### config.mk
export PLATFORM = sky130hd
export DESIGN_NAME = note_draw_ctrl
export DESIGN_NICKNAME = d
export VERILOG_FILES = /design/src/rtl/display_pkg.sv /design/src/rtl/note_draw_ctrl_strobe_pipe.sv /design/src/rtl/note_draw_ctrl.sv
export SDC_FILE = /design/constraint.sdc
export NUM_CORES = 1
export LEC_CHECK = 0
export ABC_AREA = 1
export CAP_MARGIN = 15
export CORE_MARGIN = 5
export CORE_UTILIZATION = 56
export CTS_BUF_LIST = sky130_fd_sc_hd__clkbuf_4 sky130_fd_sc_hd__clkbuf_8
export DETAILED_ROUTE_END_ITERATION = 10
export PLACE_DENSITY = 0.95
export SYNTH_ARGS = -nofsm -noshare
export SYNTH_HDL_FRONTEND = slang
export SYNTH_SLANG_ARGS = --single-unit
### constraint.sdc
create_clock -name clock -period 2.3 [get_ports clock]
set_input_delay 0.23 -clock clock [delete_from_list [all_inputs] [get_ports clock]]
set_output_delay 0.23 -clock clock [all_outputs]
set_load 0.1 [all_outputs]
### src/rtl/display_pkg.sv
// display_pkg: shared types and constants for the note drawing controller.
// Holds the FSM state encoding, pipeline latencies and size defaults.
package display_pkg;

    typedef enum logic [2:0] {
        ST_IDLE      = 3'd0,
        ST_CLEAR     = 3'd1,
        ST_WAIT_BEAT = 3'd2,
        ST_SHIFT     = 3'd3,
        ST_DRAW      = 3'd4,
        ST_DRAIN     = 3'd5
    } state_t;

    // Issue-to-plot latency of the draw and clear datapaths.
    localparam int DRAW_LAT  = 4;
    localparam int CLEAR_LAT = 2;

    // Note boxes drawn per pass.
    localparam int BOX_COUNT = 3;

    localparam logic [15:0] GRID_LAST_DEF = 16'h7FFF;
    localparam logic [14:0] BOX_LAST_DEF  = 15'd1023;

endpackage

### src/rtl/note_draw_ctrl_strobe_pipe.sv
// strobe_pipe: DEPTH-stage valid shift register, dout = din delayed DEPTH.
// Ports: clock, reset (sync, active-high), din, dout.
module strobe_pipe #(
    parameter int DEPTH = 1
) (
    input  logic clock,
    input  logic reset,
    input  logic din,
    output logic dout
);

    logic [DEPTH-1:0] stages;

    always_ff @(posedge clock) begin
        if (reset) begin
            stages <= '0;
        end else begin
            stages[0] <= din;
            for (int i = 1; i < DEPTH; i++) begin
                stages[i] <= stages[i-1];
            end
        end
    end

    assign dout = stages[DEPTH-1];

endmodule

### src/rtl/note_draw_ctrl.sv
// note_draw_ctrl: sequences background clear and per-beat note box redraws.
// Ports: clock, reset (sync, active-high), start, beat, songDone in;
//   shiftSong, loadStartAddress, loadX, loadY, writeToScreen, loadDefault,
//   writeDefault strobes, gridCounter/boxCounter/pixelCount indices,
//   plot, busy, frameDone, overrun out.
// Build option: NOTE_DRAW_CLEAR_EN enables the background clear pass.
module note_draw_ctrl
    import display_pkg::*;
#(
    parameter logic [15:0] GRID_LAST = GRID_LAST_DEF,
    parameter logic [14:0] BOX_LAST  = BOX_LAST_DEF
) (
    input  logic        clock,
    input  logic        reset,
    input  logic        start,
    input  logic        beat,
    input  logic        songDone,
    output logic        shiftSong,
    output logic        loadStartAddress,
    output logic        loadX,
    output logic        loadY,
    output logic        writeToScreen,
    output logic        loadDefault,
    output logic        writeDefault,
    output logic [15:0] gridCounter,
    output logic [1:0]  boxCounter,
    output logic [14:0] pixelCount,
    output logic        plot,
    output logic        busy,
    output logic        frameDone,
    output logic        overrun
);

    localparam logic [2:0] S_IDLE = ST_IDLE;
`ifdef NOTE_DRAW_CLEAR_EN
    localparam logic [2:0] S_CLEAR = ST_CLEAR;
`endif
    localparam logic [2:0] S_WAIT  = ST_WAIT_BEAT;
    localparam logic [2:0] S_SHIFT = ST_SHIFT;
    localparam logic [2:0] S_DRAW  = ST_DRAW;
    localparam logic [2:0] S_DRAIN = ST_DRAIN;

    localparam logic [1:0] BOX_END = 2'(BOX_COUNT - 1);

    logic [2:0]  state;
    logic [1:0]  boxIdx;
    logic [14:0] pixIdx;
    logic [1:0]  drainCnt;
    logic [1:0]  drainEnd;
    logic        pending;
    logic        doneLatch;
    logic        issueDraw;
    logic        plotDraw;
    logic        plotClr;

`ifdef NOTE_DRAW_CLEAR_EN
    logic [15:0] gridIdx;
`endif

    assign busy = (state != S_IDLE) && (state != S_WAIT);

    always_ff @(posedge clock) begin
        if (reset) begin
            state      <= S_IDLE;
            boxIdx     <= '0;
            pixIdx     <= '0;
            pixelCount <= '0;
            drainCnt   <= '0;
            drainEnd   <= '0;
            pending    <= 1'b0;
            doneLatch  <= 1'b0;
            overrun    <= 1'b0;
`ifdef NOTE_DRAW_CLEAR_EN
            gridIdx    <= '0;
`endif
        end else begin
            // Pairs with the start address the datapath registers
            // one cycle after a box begins.
            pixelCount <= pixIdx;

            // Beats that arrive while a pass is running are queued
            // one deep; anything beyond that is dropped and flagged.
            if (busy && beat) begin
                if (pending) begin
                    overrun <= 1'b1;
                end else begin
                    pending <= 1'b1;
                end
            end

            unique case (state)
                S_IDLE: begin
                    if (start) begin
                        overrun <= 1'b0;
`ifdef NOTE_DRAW_CLEAR_EN
                        state   <= S_CLEAR;
                        gridIdx <= '0;
`else
                        state   <= S_WAIT;
`endif
                    end
                end
`ifdef NOTE_DRAW_CLEAR_EN
                S_CLEAR: begin
                    if (songDone) begin
                        doneLatch <= 1'b1;
                    end
                    if (gridIdx == GRID_LAST) begin
                        state    <= S_DRAIN;
                        drainCnt <= '0;
                        drainEnd <= 2'(CLEAR_LAT - 1);
                    end else begin
                        gridIdx <= gridIdx + 16'd1;
                    end
                end
`endif
                S_WAIT: begin
                    if (songDone) begin
                        state   <= S_IDLE;
                        pending <= 1'b0;
                    end else if (beat || pending) begin
                        state   <= S_SHIFT;
                        // A fresh beat landing on a queued one stays queued.
                        pending <= pending & beat;
                    end
                end
                S_SHIFT: begin
                    if (songDone) begin
                        doneLatch <= 1'b1;
                    end
                    state  <= S_DRAW;
                    boxIdx <= '0;
                    pixIdx <= '0;
                end
                S_DRAW: begin
                    if (songDone) begin
                        doneLatch <= 1'b1;
                    end
                    if (pixIdx == BOX_LAST) begin
                        if (boxIdx == BOX_END) begin
                            state    <= S_DRAIN;
                            drainCnt <= '0;
                            drainEnd <= 2'(DRAW_LAT - 1);
                        end else begin
                            boxIdx <= boxIdx + 2'd1;
                            pixIdx <= '0;
                        end
                    end else begin
                        pixIdx <= pixIdx + 15'd1;
                    end
                end
                S_DRAIN: begin
                    if (drainCnt == drainEnd) begin
                        if (doneLatch) begin
                            state     <= S_IDLE;
                            doneLatch <= 1'b0;
                            pending   <= 1'b0;
                        end else begin
                            state <= S_WAIT;
                        end
                    end else begin
                        drainCnt <= drainCnt + 2'd1;
                    end
                end
                default: begin
                    state <= S_IDLE;
                end
            endcase
        end
    end

    assign issueDraw        = (state == S_DRAW);
    assign shiftSong        = (state == S_SHIFT);
    assign loadStartAddress = issueDraw && (pixIdx == '0);
    assign boxCounter       = boxIdx;
    // Last drain cycle coincides with the final plot leaving the pipe.
    assign frameDone        = (state == S_DRAIN) && (drainCnt == drainEnd);

    strobe_pipe #(.DEPTH(DRAW_LAT - 2)) u_drawXY (
        .clock (clock),
        .reset (reset),
        .din   (issueDraw),
        .dout  (loadX)
    );

    assign loadY = loadX;

    strobe_pipe #(.DEPTH(DRAW_LAT - 1)) u_drawWr (
        .clock (clock),
        .reset (reset),
        .din   (issueDraw),
        .dout  (writeToScreen)
    );

    strobe_pipe #(.DEPTH(DRAW_LAT)) u_drawPlot (
        .clock (clock),
        .reset (reset),
        .din   (issueDraw),
        .dout  (plotDraw)
    );

`ifdef NOTE_DRAW_CLEAR_EN
    assign loadDefault = (state == S_CLEAR);
    assign gridCounter = gridIdx;

    strobe_pipe #(.DEPTH(CLEAR_LAT - 1)) u_clrWr (
        .clock (clock),
        .reset (reset),
        .din   (loadDefault),
        .dout  (writeDefault)
    );

    strobe_pipe #(.DEPTH(CLEAR_LAT)) u_clrPlot (
        .clock (clock),
        .reset (reset),
        .din   (loadDefault),
        .dout  (plotClr)
    );
`else
    assign loadDefault  = 1'b0;
    assign writeDefault = 1'b0;
    assign gridCounter  = '0;
    assign plotClr      = 1'b0;
`endif

    assign plot = plotDraw | plotClr;

endmodule

==> results.toml <==
[floorplanning]
die_y_um = 73.01
core-area_um2 = 3914
die_x_um = 73.01
dieArea_um2 = 5330
start_util = 0.5681
row_count = 23
num_io_pins = 49

[power]
powerDensity_nw_per_um2 = 599.9
cellLeakagePower_nw = 1.112
irDropWorstVdd_v = 0.0004357
p_total_mw = 1.515

[clock_tree]
clock_path_buffers = 2
clk_latency_ns = 0.30
ctsResizeCount = 0
post_cts_buffers = 0
clk_pin_slew_ns = 0.08
hold_buffers = 0
clock_sinks = 45
cts_root_buffer = "clkbuf_8"
cts_tree = "built"
htree_levels = 2
cts_made_buffers = 5

[hold_path]
hold_class = "reg2reg"
hold_path_end = "u_drawWr.stages[1]"
hold_depth = 2
worstHoldStart = "u_drawXY.stages[0]"

[grt]
grt_pass1_wl_um = 8059
grt_remaining_overflow = 0
grt_pass1_vias = 1901
track_usage = 0.1920
grt_max_degree = 17
antenna_found_initial = 0

[logic_synthesis]
synth_cell_type_count = 33
synth_flop_cell = "dfxtp_1"
synth.most_common_cell = "nand2_1"
synth_top_area_share = 0.4052
synthTopCellsByCount = "62 x nand2_1, 45 x dfxtp_1, 42 x nor2_1"
yosys.area.top_type = "dfxtp_1"
yosys_warnings = 0
yosysSeqAreaShare = 0.4052
synth_edf_count = 0
async_flop_share = 0
ys_seq_elements = 45
synth_area_um2 = 2223
syn_area_per_cell_um2 = 7.172
yosys-top-cells-area = "dfxtp_1 41%, nand2_1 10%, nor2_1 7.1%, inv_1 6.6%, buf_4 6.4%"
postSynthCellCount = 310

[timing]
period_share = 0.8530
clock_skew_ns = 0.007133
hold_viol = 0
period_minus_slack_ns = 1.962
slew_headroom = 0.6476
fmax_mhz = 509.7
rsz0062_at_grt = "false"
finalSetupTns_ns = 0
final_max_slew_viol_count = 0
setup_violations = 0
worstMarginPinSlew_ns = 0.5270
fin_ws_ns = 0.3381

[routing]
wl_um = 4803
drtPass1Iterations = 4
vias = 2022
drtIter0Drc = 161
final_antenna_net_count = 0
avgViaCountPerCell = 5.171
routedWlPerCell_um = 12.28
drc_errors = 0

[status]
status = "complete, no violations"

[setup_path]
end_kind = "primary output"
cp.required_ns = 2.07
r2r_cells = 8
r2r-end = "pixIdx[0]"
cp_max_fo = 8
reg2reg_slack_ns = 0.50
start_kind = "register"
r2r_start = "pixIdx[0]"
cp_data_arrival_time_ns = 1.73
worstSetupPathType = "reg2out"

[finish]
fill_cells = 363
diodes = 0
area_growth_pct = 13.56
fin_nets = 348
drive_gt1_frac = 0.1642

[placement]
gp_congestion = 0.9342
hpwl_um = 3651
numPortBuffers = 30
dpl_worst_slack_ns = 0.5467

[job]
maxCapViolations = 0
[routing by layer]
metal / vias to the layer above / wire (um) / GRT usage / share of wire
met5: - / 0 / 0 / 0
li1: 1004 / - / - / -
met1: 920 / 1921 / 0.2198 / 0.40
met4: 0 / 116 / 0.1045 / 0.024
met3: 12 / 370 / 0.04683 / 0.077
met2: 86 / 2394 / 0.3257 / 0.50
[sequential cells by signal, indices dropped and copies added (netlist names)]
register,count
pixIdx,15
u_drawWr.stages,1
overrun,1
state,3
pending,1
drainCnt,2
u_drawXY.stages,1
pixelCount,15
u_drawPlot.stages,2
doneLatch,1
boxCounter,2
drainEnd,1
[worst max-delay path, cell delays in order (launching register included)]
cell	delay, ns
dfxtp_1	0.32
inv_1	0.13
nand3_2	0.20
nor3_1	0.27
nor3b_2	0.29
buf_12	0.21
[where the power goes]
part           total, mW  leakage, nW  internal, mW  switching [mW]
logic              0.241        0.700        0.0339           0.207
clock network      0.481       0.0484         0.222           0.258
registers          0.793        0.363         0.785         0.00773
total               1.51         1.11          1.04           0.473
[placed cells by master (no fill, tap or decap)]
master,count
nand4_1,9
o21bai_1,1
clkbuf_4,1
nand3_4,1
buf_12,1
inv_2,3
nand2_4,1
a211oi_1,2
nand2_1,62
nand2_2,3
ha_1,3
clkbuf_8,5
nand3_2,2
nand3_1,26
nor2_4,1
a21oi_1,13
o21ai_1,3
nor2_1,42
conb_1,18
o21ai_0,5
a31oi_1,1
buf_4,27
a21o_1,1
nor2_2,1
inv_1,39
a21oi_2,6
xor2_1,4
nor3_1,5
or2_2,1
clkinv_2,2
nor3b_2,1
o211ai_1,2
clkdlybuf4s50_1,4
dfxtp_1,45
[final cells by class]
| type | instances | area (um2) | area share |
|---|---|---|---|
| clock buffers | 6 | 76.32 | 0.03023 |
| flip-flops and latches | 45 | 900.9 | 0.3568 |
| well taps | 50 | 62.56 | 0.02478 |
| multi-input cells | 214 | 1055 | 0.4177 |
| clock inverters | 2 | 10.01 | 0.003964 |
| repair buffers | 32 | 262.8 | 0.1041 |
| inverters | 42 | 157.7 | 0.06244 |
[how the worst max path moves through the flow]
stage	startpoint	endpoint	slack, ns	depth (start not counted)
after floorplan	pixIdx[0]	loadStartAddress	0.14	5
after global placement	pixIdx[0]	pixIdx[0]	0.63	8
after detailed placement	pixIdx[0]	pixIdx[0]	0.55	8
after CTS	state[0]	loadStartAddress	0.35	5
after global routing	state[0]	loadStartAddress	0.28	5
final	state[0]	loadStartAddress	0.34	5
[kinds of logic after synthesis]
logic type	after synthesis	share of synthesized area
other	1	0.001687
xor gates and xnor gates	4	0.01576
adders and majority gates	3	0.01688
and+or+nand+nor	155	0.3151
DFF	45	0.4052
buffers and inverters	68	0.1514
AOI/OAI and AO/OA	34	0.09397
[metrics by stage]
| step | hold slack, ns | utilization | std cells | area, um2 |
|---|---|---|---|---|
| finish | 0.4116 | 0.6451 | 391 | 2525 |
| global route | 0.4513 | 0.6451 | 391 | 2525 |
| CTS | 0.4155 | 0.6451 | 391 | 2525 |
| detailed placement | 0.4032 | 0.6231 | 383 | 2439 |
| global placement | 0.3904 | 0.6231 | 383 | 2439 |
| floorplan | 0.3287 | - | 327 | 2292 |
(Power assumes the default switching activity.)
